`config.mk`:
```
export PLATFORM = sky130hd
export DESIGN_NAME = merge_select_ctrl
export DESIGN_NICKNAME = d
export VERILOG_FILES = /design/src/rtl/merge_select_ctrl.sv
export SDC_FILE = /design/constraint.sdc
export NUM_CORES = 1
export LEC_CHECK = 0
export ABC_AREA = 1
export BUFFER_PORTS_ARGS = -buffer_cell sky130_fd_sc_hd__buf_2
export CORE_AREA = 4 4 183 185
export CTS_CLUSTER_DIAMETER = 50
export DETAILED_ROUTE_END_ITERATION = 10
export DIE_AREA = 0 0 187 189
export SYNTH_ARGS = -nofsm -noshare
export SYNTH_HDL_FRONTEND = slang
export SYNTH_SLANG_ARGS = --single-unit
```
`constraint.sdc`:
```
create_clock -name i_clk -period 3.32 [get_ports i_clk]
set_clock_uncertainty 0.15 [all_clocks]
set_input_delay 0.664 -clock i_clk [delete_from_list [all_inputs] [get_ports i_clk]]
set_output_delay 0.664 -clock i_clk [all_outputs]
set_load 0.01 [all_outputs]
```
`src/rtl/merge_select_ctrl.sv`:
```
// merge_select_ctrl
// Sequencing controller for a one-tuple-per-cycle merger node. It watches the
// heads of two first-word-fall-through FIFOs (A, B), each holding one sorted
// run terminated by a last flag. Each cycle it pops the winning head and
// registers it to the output. When one run ends, it drains the other run and
// then flags the end of the merged run.
// Optional build macro: MERGE_SELECT_DESCENDING_EN
//   defined   -> merge descending-sorted runs (A wins if key(A) >= key(B))
//   undefined -> merge ascending-sorted runs  (A wins if key(B) >= key(A))
// Ties always select A, so equal keys leave in A-before-B order.
module merge_select_ctrl #(
  parameter int DATA_WIDTH = 128,
  parameter int KEY_WIDTH  = 80,
  parameter int CNT_WIDTH  = 32
) (
  input  logic                  i_clk,
  input  logic                  i_rst,
  input  logic [DATA_WIDTH-1:0] i_a_data,
  input  logic                  i_a_last,
  input  logic                  i_a_empty,
  output logic                  o_a_deq,
  input  logic [DATA_WIDTH-1:0] i_b_data,
  input  logic                  i_b_last,
  input  logic                  i_b_empty,
  output logic                  o_b_deq,
  input  logic                  i_stall,
  output logic [DATA_WIDTH-1:0] o_data,
  output logic                  o_valid,
  output logic                  o_last,
  output logic                  o_stall,
  output logic [CNT_WIDTH-1:0]  o_run_count,
  output logic [1:0]            o_state
);

  typedef enum logic [1:0] {
    ST_MERGE   = 2'd0,
    ST_DRAIN_A = 2'd1,
    ST_DRAIN_B = 2'd2,
    ST_ILLEGAL = 2'd3
  } state_t;

  state_t                r_state;
  state_t                w_state_next;
  logic [DATA_WIDTH-1:0] r_data;
  logic                  r_valid;
  logic                  r_last;
  logic                  r_stall;
  logic [CNT_WIDTH-1:0]  r_run_count;

  logic [KEY_WIDTH-1:0]  w_key_a;
  logic [KEY_WIDTH-1:0]  w_key_b;
  logic                  w_sel_a;
  logic                  w_can_fire;
  logic                  w_a_deq;
  logic                  w_b_deq;
  logic                  w_fire;
  logic                  w_out_last;
  logic [DATA_WIDTH-1:0] w_fire_data;

  assign w_key_a = i_a_data[KEY_WIDTH-1:0];
  assign w_key_b = i_b_data[KEY_WIDTH-1:0];

`ifdef MERGE_SELECT_DESCENDING_EN
  assign w_sel_a = (w_key_a >= w_key_b);
`else
  assign w_sel_a = (w_key_b >= w_key_a);
`endif

  // Reset also blocks popping so the FIFOs are untouched while the block clears.
  assign w_can_fire  = ~i_rst & ~i_stall;
  assign w_fire      = w_a_deq | w_b_deq;
  assign w_fire_data = w_a_deq ? i_a_data : i_b_data;

  // Next-state and dequeue decode; at most one FIFO is popped per cycle.
  always_comb begin
    w_state_next = r_state;
    w_a_deq      = 1'b0;
    w_b_deq      = 1'b0;
    w_out_last   = 1'b0;
    case (r_state)
      ST_MERGE: begin
        // Both heads must be present; a lone head may not be the true minimum.
        if (w_can_fire && !i_a_empty && !i_b_empty) begin
          if (w_sel_a) begin
            w_a_deq = 1'b1;
            if (i_a_last) w_state_next = ST_DRAIN_B;
          end else begin
            w_b_deq = 1'b1;
            if (i_b_last) w_state_next = ST_DRAIN_A;
          end
        end
      end
      ST_DRAIN_A: begin
        if (w_can_fire && !i_a_empty) begin
          w_a_deq = 1'b1;
          if (i_a_last) begin
            w_out_last   = 1'b1;
            w_state_next = ST_MERGE;
          end
        end
      end
      ST_DRAIN_B: begin
        if (w_can_fire && !i_b_empty) begin
          w_b_deq = 1'b1;
          if (i_b_last) begin
            w_out_last   = 1'b1;
            w_state_next = ST_MERGE;
          end
        end
      end
      default: begin
        w_state_next = ST_MERGE;
      end
    endcase
  end

  // Output register, state register, stall delay and completed-run counter.
  always_ff @(posedge i_clk) begin
    if (i_rst) begin
      r_state     <= ST_MERGE;
      r_data      <= '0;
      r_valid     <= 1'b0;
      r_last      <= 1'b0;
      r_stall     <= 1'b0;
      r_run_count <= '0;
    end else begin
      r_state <= w_state_next;
      r_valid <= w_fire;
      r_last  <= w_out_last;
      r_stall <= i_stall;
      if (w_fire) r_data <= w_fire_data;
      if (w_out_last) r_run_count <= r_run_count + 1'b1;
    end
  end

  assign o_a_deq     = w_a_deq;
  assign o_b_deq     = w_b_deq;
  assign o_data      = r_data;
  assign o_valid     = r_valid;
  assign o_last      = r_last;
  assign o_stall     = r_stall;
  assign o_run_count = r_run_count;
  assign o_state     = r_state;

endmodule

```
==> qor.csv <==
stage,metric,value,unit
outcome,status,"complete, no violations",
setup_path,slowest_delay,260,ps
synth,yosysMostFrequentCell,nand2_1,
synth,synth_top_area_share,29.8,%
setup_path,worst_path_most_repeated_cell,nor2_4,
final_layout,fin_cells,2685,
power,power.total,0.00555,W
synth,synth_top_family_by_area,simple AND/OR/NAND/NOR gates,
synth,synthTopCellsByCount,"nand2_1, inv_1, a21oi_1",
placed_design,place_congestion,0.898,
synth,syn-num-nets,2195,
floorplanning,core.rowCount,66,
setup_path,crit_type,primary input to primary output,
power,intPower,0.00378,W
timing,max_freq,312,MHz
floorplanning,pin_count,430,
clock_network,cts.clk_slew.worst_paths,70,ps
synth,synth_warnings,0,
synth,synth_area,11100,sq um
detailed_routing,drt_wl_total,39600,microns
clock_network,clockBufferDepth,2,
synth,synthArstFlopShare,0,%
global_route,track_usage,21.4,%
floorplanning,core-area,32000,sq um
clock_network,insertion_delay,440,ps
synth,synthMuxAreaShare,0,%
placed_design,dp_hpwl,30100,microns
job,cap_violations,0,
global_route,grt_pass1_vias,11742,
timing,final_hold_viol_count,0,
placed_design,port_buffers,429,
synth,synth_compound_area_share,9.69,%
setup_path,crit_family,simple AND/OR/NAND/NOR gates,
timing,relSlewSlack,48.8,%
setup_path,crit_path_top_delay_cell,ha_4,
synth,synth.distinct_cells,37,
setup_path,end_kind,primary output,
timing,drv_slew,0,
min_path,hold_path.class,register to register,
global_route,grt_max_degree,67,
synth,yosysTopAreaCell,dfxtp_1,
synth,ys_seq_area_share,29.8,%
setup_path,cp.required,2510,ps
clock_network,cts_buffers,17,
synth,netlist_instances,1848,
clock_network,cts_tree,done,
global_route,antenna_found_initial,12,
global_route,overflow,0,
power,clkPwrFrac,38.5,%
setup_path,crit_arrival,2390,ps
power,combPwrFrac,22.7,%
detailed_routing,post-route-drc-count,0,
final_layout,area_growth,32.8,%
floorplanning,die_x,187,microns
final_layout,layout-drive-gt1-share,24.9,%
synth,synthSimpleGateAreaFrac,35.9,%
power,peakVddDrop,344,uV
setup_path,r2r_slack,830,ps
final_layout,nets,2604,
detailed_routing,wl_per_cell,14.7,microns
timing,worst_pin_slew,768,ps
setup_path,crit_buf_inv,3,
detailed_routing,viasPerCell,4.64,
synth,synth-edff-count,0,
power,powerDensity,377,nW/um^2
timing,finalCritPeriodShare,96.4,%
floorplanning,die_y,189,microns
power,p_leak,8.33,nW
timing,setup_viol,0,
synth,synth-adder-area-share,9.49,%
floorplanning,dieArea,35300,sq um
detailed_routing,ant_nets,0,
clock_network,hold_buffers,0,
setup_path,path_cells,"buf_2, inv_1, ha_4, nand2_2, nor2_4, nand3_4, nor2_4, nand2_2, nor2_4, nand2_1, nand2_1, nor2_2, nand3_2, nand3_4, nand2_4, buf_6",
clock_network,h-tree-depth,4,
floorplanning,start_util,34.6,%
placed_design,dp.cells,2643,
detailed_routing,drtIter0Drc,633,
setup_path,critPathMaxFanout,3,
power,p_switching,0.00178,W
global_route,grt_pass1_wl,61900,microns
detailed_routing,vias,12446,
synth,yosys_most_used_dff,dfxtp_1,
clock_network,cts_sinks,165,
clock_network,cts-root-buf,clkbuf_16,
synth,synthXorXnorAreaFrac,1.11,%
power,p_sw_share,32.0,%
synth,syn_area_per_cell,5.99,sq um
setup_path,start_kind,primary input,
detailed_routing,first_pass_iters,7,
synth,synthTopCellsByArea,"dfxtp_1, nand2_1, inv_1",
power,pwr-share-seq,38.8,%
timing,min_period,3200,ps
synth,ys_ff_latch,165,
cell usage in the layout (no fill, tap or decap), drive strengths merged:
| cell type | n |
|---|---|
| diode | 7 |
| a221oi | 1 |
| a21o | 4 |
| o21a | 4 |
| and2 | 1 |
| o21ai | 15 |
| nor3b | 2 |
| a21oi | 183 |
| xnor2 | 5 |
| nor4 | 5 |
| nor3 | 22 |
| ha | 84 |
| bufinv | 2 |
| nand4 | 19 |
| clkinv | 4 |
| nand3 | 67 |
| buf | 469 |
| nand2 | 789 |
| clkbuf | 18 |
| or2 | 2 |
| a21boi | 1 |
| nor2 | 79 |
| xor2 | 9 |
| dfxtp | 165 |
| o22ai | 1 |
| inv | 318 |
| clkinvlp | 1 |
power by group through the flow:
stage	clock, W	sequential (W)	combinational [W]
2_1_floorplan	0	0.00225	0.000640
3_3_place_gp	0	0.00220	0.00120
3_5_place_dp	0	0.00220	0.00122
4_1_cts	0.00220	0.00216	0.00123
5_1_grt	0.00226	0.00217	0.00143
6_report	0.00214	0.00216	0.00126
worst register-to-register path: cells and delay by family, from the launching register on:
kind	cells	cell delay, ps
flops	1	400
simple gates	5	540
buf+inv	4	1010
fa+ha+maj	1	210
compound gates	1	70
metrics by stage:
| stage | hold WS (ps) | setup TNS (ps) | worst slack [ps] | util [%] | instance area, sq um |
|---|---|---|---|---|---|
| after floorplan | 337 | 0 | 101 | - | 11100 |
| after global placement | 299 | -15330 | -199 | 42.9 | 13800 |
| after detailed placement | 303 | -13350 | -178 | 42.9 | 13800 |
| after CTS | 284 | -6.19 | -6.19 | 45.0 | 14400 |
| after global routing | 297 | -9.88 | -9.88 | 45.9 | 14700 |
| final | 312 | 0 | 120 | 45.9 | 14700 |
layout make-up:
cell class | instances | area (sq um)
Tap cell | 408 | 510
Timing Repair Buffer | 469 | 2580
Multi-Input combinational cell | 1293 | 6500
Antenna cell | 7 | 17.5
Sequential cell | 165 | 3300
Clock buffer | 18 | 439
Clock inverter | 14 | 185
Inverter | 311 | 1170
Fill cell | 3417 | 17300
cells by family (layout without fill, tap and decap cells):
family	count (synthesis)	in the layout
compound gates	209	209
fa+ha+maj	84	84
flops	165	165
simple gates	986	986
other cells	0	7
buf+inv	390	812
xor+xnor	14	14
state kept, by name, indices dropped and copies added, names as in the netlist:
register	flops
o_data	128
o_last	1
o_run_count	32
o_stall	1
o_state	2
o_valid	1
repair_timing:
action,4_1_cts,5_1_grt
buffers inserted,1,3
setup endpoints to repair,2,2
pin swaps,1,23
resized for setup,8,46
worst paths after layout:
| kind | start | endpoint | depth (start not counted) |
|---|---|---|---|
| max | i_a_data[78] | o_a_deq | 16 |
| min | o_data[112] | o_data[112] | 2 |
| max reg2reg | o_state[1] | o_data[54] | 11 |
| min reg2reg | o_data[112] | o_data[112] | 2 |
layer usage:
metal | up-vias | part of all wire, % | global-route usage (%)
li1 | 6459 | - | -
met1 | 5599 | 43 | 26.3
met2 | 317 | 49 | 37.1
met3 | 61 | 5.6 | 4.79
met4 | 10 | 2.5 | 7.28
met5 | - | 0.15 | 0
No activity file was read; power rests on OpenSTA's default activity.
